[src/rtl/ee271_vm_pkg.sv]
// Shared vending-machine definitions: one-hot coin codes, coin values and
// the change-dispenser state encoding.
package ee271_vm_pkg;

  localparam logic [2:0] COIN_NONE    = 3'b000;
  localparam logic [2:0] COIN_NICKEL  = 3'b001;
  localparam logic [2:0] COIN_DIME    = 3'b010;
  localparam logic [2:0] COIN_QUARTER = 3'b100;

  localparam int VAL_NICKEL  = 5;
  localparam int VAL_DIME    = 10;
  localparam int VAL_QUARTER = 25;

  localparam logic [2:0] ST_IDLE   = 3'd0;
  localparam logic [2:0] ST_SELECT = 3'd1;
  localparam logic [2:0] ST_EJECT  = 3'd2;
  localparam logic [2:0] ST_GAP    = 3'd3;
  localparam logic [2:0] ST_DONE   = 3'd4;

  function automatic int coin_value(input logic [2:0] coin);
    case (coin)
      COIN_NICKEL:  return VAL_NICKEL;
      COIN_DIME:    return VAL_DIME;
      COIN_QUARTER: return VAL_QUARTER;
      default:      return 0;
    endcase
  endfunction

endpackage

[src/rtl/ee271_coin_hopper.sv]
// Single coin hopper counter: reload to INIT, decrement without underflow,
// and a nonzero flag used by the coin selector.
module ee271_coin_hopper #(
  parameter int HOP_W = 4,
  parameter int INIT  = 4
) (
  input  logic             clk,
  input  logic             rst,
  input  logic             load_i,
  input  logic             dec_i,
  output logic [HOP_W-1:0] cnt_o,
  output logic             nz_o
);

  logic [HOP_W-1:0] cnt_q, cnt_d;

  always_comb begin
    cnt_d = cnt_q;
    if (load_i) begin
      cnt_d = HOP_W'(INIT);
    end else if (dec_i && (cnt_q != '0)) begin
      cnt_d = cnt_q - 1'b1;
    end
  end

  always_ff @(posedge clk) begin
    if (rst) begin
      cnt_q <= HOP_W'(INIT);
    end else begin
      cnt_q <= cnt_d;
    end
  end

  assign cnt_o = cnt_q;
  assign nz_o  = (cnt_q != '0);

endmodule

[src/rtl/ee271_change_dispenser.sv]
// Greedy coin-change ejector: pays a requested amount one coin at a time
// from three hoppers and reports any unpaid remainder.
module ee271_change_dispenser
  import ee271_vm_pkg::*;
#(
  parameter int CHG_W       = 6,
  parameter int HOP_W       = 4,
  parameter int HOPPER_INIT = 4,
  parameter int PULSE_CYC   = 2,
  parameter int GAP_CYC     = 1
) (
  input  logic             clk,
  input  logic             rst,
  input  logic             chg_valid,
  input  logic [CHG_W-1:0] chg_amt,
  input  logic             refill,
  output logic             chg_ready,
  output logic [2:0]       coin_out,
  output logic             done,
  output logic             short,
  output logic [CHG_W-1:0] short_amt,
  output logic [HOP_W-1:0] q_cnt,
  output logic [HOP_W-1:0] d_cnt,
  output logic [HOP_W-1:0] n_cnt
);

  localparam int TMR_W = 8;
  localparam logic [TMR_W-1:0] PULSE_LD = TMR_W'(PULSE_CYC - 1);
  localparam logic [TMR_W-1:0] GAP_LD   = TMR_W'((GAP_CYC > 0) ? GAP_CYC - 1 : 0);
  localparam logic [CHG_W-1:0] V_Q = CHG_W'(VAL_QUARTER);
  localparam logic [CHG_W-1:0] V_D = CHG_W'(VAL_DIME);
  localparam logic [CHG_W-1:0] V_N = CHG_W'(VAL_NICKEL);

  logic [2:0]       state_q, state_d;
  logic [CHG_W-1:0] rem_q, rem_d;
  logic [TMR_W-1:0] timer_q, timer_d;
  logic [2:0]       coin_q, coin_d;
  logic             load, dec_q, dec_d, dec_n;
  logic             q_nz, d_nz, n_nz;

  ee271_coin_hopper #(.HOP_W(HOP_W), .INIT(HOPPER_INIT)) u_hop_q (
    .clk(clk), .rst(rst), .load_i(load), .dec_i(dec_q), .cnt_o(q_cnt), .nz_o(q_nz)
  );
  ee271_coin_hopper #(.HOP_W(HOP_W), .INIT(HOPPER_INIT)) u_hop_d (
    .clk(clk), .rst(rst), .load_i(load), .dec_i(dec_d), .cnt_o(d_cnt), .nz_o(d_nz)
  );
  ee271_coin_hopper #(.HOP_W(HOP_W), .INIT(HOPPER_INIT)) u_hop_n (
    .clk(clk), .rst(rst), .load_i(load), .dec_i(dec_n), .cnt_o(n_cnt), .nz_o(n_nz)
  );

  always_comb begin
    state_d = state_q;
    rem_d   = rem_q;
    timer_d = timer_q;
    coin_d  = coin_q;
    load    = 1'b0;
    dec_q   = 1'b0;
    dec_d   = 1'b0;
    dec_n   = 1'b0;
    case (state_q)
      ST_IDLE: begin
        if (chg_valid) begin
          rem_d   = chg_amt;
          state_d = ST_SELECT;
        end else if (refill) begin
          load = 1'b1;
        end
      end
      ST_SELECT: begin
        timer_d = PULSE_LD;
        state_d = ST_EJECT;
        if (q_nz && (rem_q >= V_Q)) begin
          coin_d = COIN_QUARTER;
          dec_q  = 1'b1;
          rem_d  = rem_q - V_Q;
        end else if (d_nz && (rem_q >= V_D)) begin
          coin_d = COIN_DIME;
          dec_d  = 1'b1;
          rem_d  = rem_q - V_D;
        end else if (n_nz && (rem_q >= V_N)) begin
          coin_d = COIN_NICKEL;
          dec_n  = 1'b1;
          rem_d  = rem_q - V_N;
        end else begin
          timer_d = timer_q;
          state_d = ST_DONE;
        end
      end
      ST_EJECT: begin
        if (timer_q != '0) begin
          timer_d = timer_q - 1'b1;
        end else if (GAP_CYC > 0) begin
          timer_d = GAP_LD;
          state_d = ST_GAP;
        end else begin
          state_d = (rem_q == '0) ? ST_DONE : ST_SELECT;
        end
      end
      ST_GAP: begin
        // A fully paid amount finishes right after the gap, skipping SELECT.
        if (timer_q != '0) begin
          timer_d = timer_q - 1'b1;
        end else begin
          state_d = (rem_q == '0) ? ST_DONE : ST_SELECT;
        end
      end
      ST_DONE: state_d = ST_IDLE;
      default: state_d = ST_IDLE;
    endcase
  end

  always_ff @(posedge clk) begin
    if (rst) begin
      state_q <= ST_IDLE;
      rem_q   <= '0;
      timer_q <= '0;
      coin_q  <= COIN_NONE;
    end else begin
      state_q <= state_d;
      rem_q   <= rem_d;
      timer_q <= timer_d;
      coin_q  <= coin_d;
    end
  end

  assign chg_ready = (state_q == ST_IDLE);
  assign coin_out  = (state_q == ST_EJECT) ? coin_q : COIN_NONE;
  assign done      = (state_q == ST_DONE);
  assign short     = done && (rem_q != '0);
  assign short_amt = done ? rem_q : '0;

endmodule

[config.mk]
export PLATFORM = sky130hd
export DESIGN_NAME = ee271_change_dispenser
export DESIGN_NICKNAME = d
export VERILOG_FILES = /design/src/rtl/ee271_vm_pkg.sv /design/src/rtl/ee271_coin_hopper.sv /design/src/rtl/ee271_change_dispenser.sv
export SDC_FILE = /design/constraint.sdc
export NUM_CORES = 1
export LEC_CHECK = 0
export CAP_MARGIN = 0
export CORE_MARGIN = 3
export CORE_UTILIZATION = 60
export CTS_BUF_LIST = sky130_fd_sc_hd__clkbuf_8
export DETAILED_ROUTE_END_ITERATION = 7
export PLACE_DENSITY = 0.89
export SLEW_MARGIN = 10
export SYNTH_ARGS = -nofsm -noshare
export SYNTH_HDL_FRONTEND = slang
export SYNTH_SLANG_ARGS = --single-unit
[constraint.sdc]
create_clock -name clk -period 5.9 [get_ports clk]
set_input_delay 1.475 -clock clk [delete_from_list [all_inputs] [get_ports clk]]
set_output_delay 1.475 -clock clk [all_outputs]
set_load 0.1 [all_outputs]
# [Yosys cells after proc, flatten, opt, wreduce, memory -nomap -nowiden]
# Index checks and enable logic that the tools add are counted.
# W data, S select, Z words.
[word_totals] regBits=32 in_bits=10 word_cells=84
[classes] add_sub_neg=7 order_cmp=3 eq_ne=9 n_mux=36 n_reduce_logical=22
[ops] cell="$mux W8" count=5
[ops] cell="$mux W3" count=11
[ops] cell="$mux W6" count=5
[ops] cell="$pmux W8 S3" count=1
[ops] cell="$mux W1" count=12
[ops] cell="$pmux W3 S4" count=1
[ops] cell="$pmux W6 S2" count=1
[ops] cell="$reduce_bool A4 Y1" count=3
[ops] cell="$sub A4 B1 Y4 const B" count=3
[ops] cell="$reduce_and A3 Y1" count=3
[ops] cell="$ne A2 B2 Y1 const B" count=4
[ops] cell="$reduce_bool A8 Y1" count=1
[ops] cell="$sub A8 B1 Y8 const B" count=1
[ops] cell="$logic_and A1 B1 Y1" count=7
[ops] cell="$eq A3 B2 Y1 const B" count=2
[ops] cell="$ge A6 B3 Y1 const B" count=1
[ops] cell="$ge A6 B4 Y1 const B" count=1
[ops] cell="$ge A6 B5 Y1 const B" count=1
[ops] cell="$logic_not A6 Y1" count=1
[ops] cell="$reduce_bool A3 Y1" count=2
[ops] cell="$reduce_bool A6 Y1" count=1
[ops] cell="$sub A6 B3 Y6 const B" count=1
[ops] cell="$sub A6 B4 Y6 const B" count=1
[ops] cell="$sub A6 B5 Y6 const B" count=1
[ops] cell="other kinds (7)" count=7

# [Depth between registers and ports, before layout]
[logic_depth] depth_word=7 ltp_mapped=9 ltp_nobuf=8

# [By module]
# From an unflattened synthesis, not the netlist that was laid out.
[unflattened] cells_unflattened=284 area_unflattened_um2=2234.6
[modules_own_cells] mod="ee271_change_dispenser" instances=1 cells_per_inst=209 area_each_um2=1611.5 seq_area_each_um2=400.4
[modules_own_cells] mod="ee271_coin_hopper" instances=3 cells_per_inst=25 area_each_um2=207.7 seq_area_each_um2=80.1

# [Worst setup path after synthesis]
# OpenSTA, ideal clock, no wires.
[synth_path] kind="flip-flop to output port" from="register state_q[1]" to="output port short_amt[0]" arrival_time_ps=4020 slack_ps=405 path_stages_with_launch=4 path_buffers=1 path_cell_list="dfxtp_1 buf_1 nor3b_1 and2_1"
[synth_between] elab_chain_len=2
[synth_lines] element="start, declared" line_no="ee271_change_dispenser.sv:34" rtl="logic [2:0] state_q, state_d;"
[synth_lines] element="start signal, assigned" line_no="ee271_change_dispenser.sv:119" rtl="state_q <= state_d;"
[synth_lines] element="$eq A3 B3 Y1" line_no="ee271_change_dispenser.sv:128" rtl="assign done = (state_q == ST_DONE);"
[synth_lines] element="named net done" line_no="ee271_change_dispenser.sv:19" rtl="output logic done,"
[synth_lines] element="$mux W6" line_no="ee271_change_dispenser.sv:130" rtl="assign short_amt = done ? rem_q : '0;"
[synth_lines] element="end, declared" line_no="ee271_change_dispenser.sv:21" rtl="output logic [CHG_W-1:0] short_amt,"
# The timed path passes the listed nets, and every way through them passes these cells.

# [Worst setup path after layout]
[layout_path] from="register state_q[2]" to="output port short_amt[5]"
[layout_between] elab_chain_len=2
[layout_lines] element="$eq A3 B3 Y1" line_no="ee271_change_dispenser.sv:128"
[layout_lines] element="$mux W6" line_no="ee271_change_dispenser.sv:130"
# Every way passes these cells.

==> results_dict.tcl <==
set metrics [dict create \
    seq_area_frac_synth 0.303 \
    fmax_mhz 231 \
    whs_ns 0.508 \
    dp_cells 327 \
    drive_above_1_share 0.0790 \
    seqPwrFrac 0.245 \
    grt_usage 0.279 \
    seq_area_um2 641 \
    worst_ep_arrival_time_ns 2.85 \
    hold_path_class "register to register" \
    rows 20 \
    clockBufferDepth 2 \
    finalWirelength_mm 5.32 \
    syn_inst 260 \
    antenna_left 0 \
    synthArstFlopShare 0 \
    final_max_slew_viol_count 0 \
    antenna_found_initial 0 \
    diodes 0 \
    hpwlAfterDp_mm 3.85 \
    firstDrtPassIters 4 \
    critical-path-max-stage-delay_ns 1.12 \
    syn_area_um2 2110 \
    tns_ns 0 \
    startpoint_type "register" \
    synth_warnings 0 \
    p_leak_nw 0.950 \
    core_area_um2 3200 \
    cp_max_fo 17 \
    final_cells 335 \
    crit_chain "nor3b_1, and2_2, clkdlybuf4s50_1" \
    synth_nets 283 \
    overflow 0 \
    path_clk_slew_ns 0.07 \
    die_w_um 65.4 \
    synth_ff_type "dfxtp_1" \
    status "finished clean" \
    grt_pass1_wl_mm 9.16 \
    nNetsFinal 313 \
    clock-sinks 32 \
    yosys.area.top_type "dfxtp_1" \
    grt_pass1_vias 1903 \
    switching_share 0.542 \
    vias 2073 \
    synth.ff_latch_count 32 \
    final_cell_mix "clkdlybuf4s50_1, dfxtp_1, nor2_1, a21oi_1, nand2_1" \
    cts_setup_buffers 0 \
    p_int_mw 0.683 \
    syn_avg_cell_area_um2 8.13 \
    viasPerCell 6.19 \
    ios 34 \
    path_class "register to primary output" \
    p_comb_frac 0.638 \
    synth-edff-count 0 \
    period_share 0.733 \
    maxSlewHeadroom 0.343 \
    peakVddDrop_mv 0.374 \
    fin_crit_ns 4.33 \
    finalPower_mw 1.49 \
    clk_latency_ns 0.29 \
    clockRootBuffer "clkbuf_8" \
    switching_power_mw 0.810 \
    crit_slowest_cell "clkdlybuf4s50_1" \
    first_iter_violations 237 \
    hold_violations 0 \
    yosysTopAreaCellShare 0.303 \
    io_buffers 33 \
    maxCapViolCount 0 \
    route.detailed.drc 0 \
    gp_congestion 0.935 \
    ys_types 58 \
    cts_tree "built" \
    postCtsResizedCells 0 \
    numCtsBuffers 5 \
    cp.required_ns 4.43 \
    grt_max_degree 25 \
    worstSetupEndpointType "primary output" \
    area_growth_pct 20.1 \
    rsz0062_at_grt "no" \
    r2r_slack_ns 3.18 \
    wl_per_cell_um 15.9 \
    postCtsHoldBufs 0 \
    die_area_um2 4270 \
    synth.area.top_cells "dfxtp_1, ha_1, nor2_1" \
    multiInputGateArea_um2 1370 \
    fp.dieH_um 65.4 \
    setup_violations 0 \
    clockPowerShare 0.116 \
    mostFrequentLayoutCell "clkdlybuf4s50_1" \
    p_per_area_nw_per_um2 588 \
    htreeDepth 2 \
    nFillCells 243 \
    worst_pin_slew_ns 0.982 \
    clock_skew_ns 0.00422 \
    initial_utilization 0.660 \
]
[kinds of logic (layout without fill, tap and decap cells)]
group	after synthesis	after routing	synth area share
DFF	32	32	0.303
adders and majority gates	13	13	0.0769
AOI/OAI and AO/OA	67	67	0.230
buffers and inverters	24	55	0.0485
xor gates and xnor gates	8	8	0.0331
and+or+nand+nor	113	113	0.293
muxes	3	3	0.0148
[synthesized netlist by cell type (5+ instances only)]
cell type,number
o21ai_0,9
a21oi_1,20
or3_1,5
and2_1,7
nor2_1,28
nand3_1,7
ha_1,13
and3_1,6
nand2_1,19
dfxtp_1,32
inv_1,14
clkbuf_1,5
nor3_1,15
[power groups by stage]
| stage | combinational, mW | sequential, mW | clock (mW) |
|---|---|---|---|
| final | 0.953 | 0.366 | 0.174 |
| after global routing | 1.04 | 0.377 | 0.188 |
| after CTS | 0.943 | 0.363 | 0.175 |
| after detailed placement | 0.933 | 0.367 | 0 |
| after global placement | 0.913 | 0.364 | 0 |
| after floorplan | 0.691 | 0.421 | 0 |
[layout make-up]
type                    instances  area share
clock buffers                   6      0.0325
clock inverters                 2     0.00296
inverters                      14      0.0207
multi-input cells             204       0.540
flip-flops and latches         32       0.252
well taps                      44      0.0217
repair buffers                 33       0.130
[routing by layer]
metal,part of all wire,track usage,vias to the layer above
met5,0,0,-
met4,0.016,0.124,0
met3,0.078,0.0752,12
met2,0.46,0.431,101
met1,0.44,0.361,952
li1,-,-,1008
[worst paths after layout]
check                          startpoint  cells past startpoint                       to
hold reg to reg    coin_q[0]$_SDFFE_PP0P_                      2   coin_q[0]$_SDFFE_PP0P_
hold / removal     coin_q[0]$_SDFFE_PP0P_                      2   coin_q[0]$_SDFFE_PP0P_
setup / recovery  state_q[2]$_SDFFE_PP0P_                      3             short_amt[5]
setup reg to reg    rem_q[1]$_SDFFE_PP0P_                      8  timer_q[5]$_SDFFE_PP0P_
[through the flow]
step | util | setup WS (ns) | cell area [µm²]
floorplan | - | 0.405 | 2110
global placement | 0.765 | 1.92 | 2450
detailed placement | 0.765 | 1.88 | 2450
CTS | 0.793 | 1.56 | 2540
global route | 0.793 | 1.31 | 2540
finish | 0.793 | 1.57 | 2540
[worst max-delay path, delay by kind of cell (launching register included)]
family | cells | cell delay (ns)
flip-flops | 1 | 0.61
buffers and inverters | 1 | 1.12
AND/OR/NAND/NOR | 2 | 0.83
[registers in the layout (all words and copies together) (netlist names)]
name / count
coin_q: 3
u_hop_q.cnt_o: 4
state_q: 3
u_hop_d.cnt_o: 4
u_hop_n.cnt_o: 4
rem_q: 6
timer_q: 8
(Power assumes the default switching activity.)
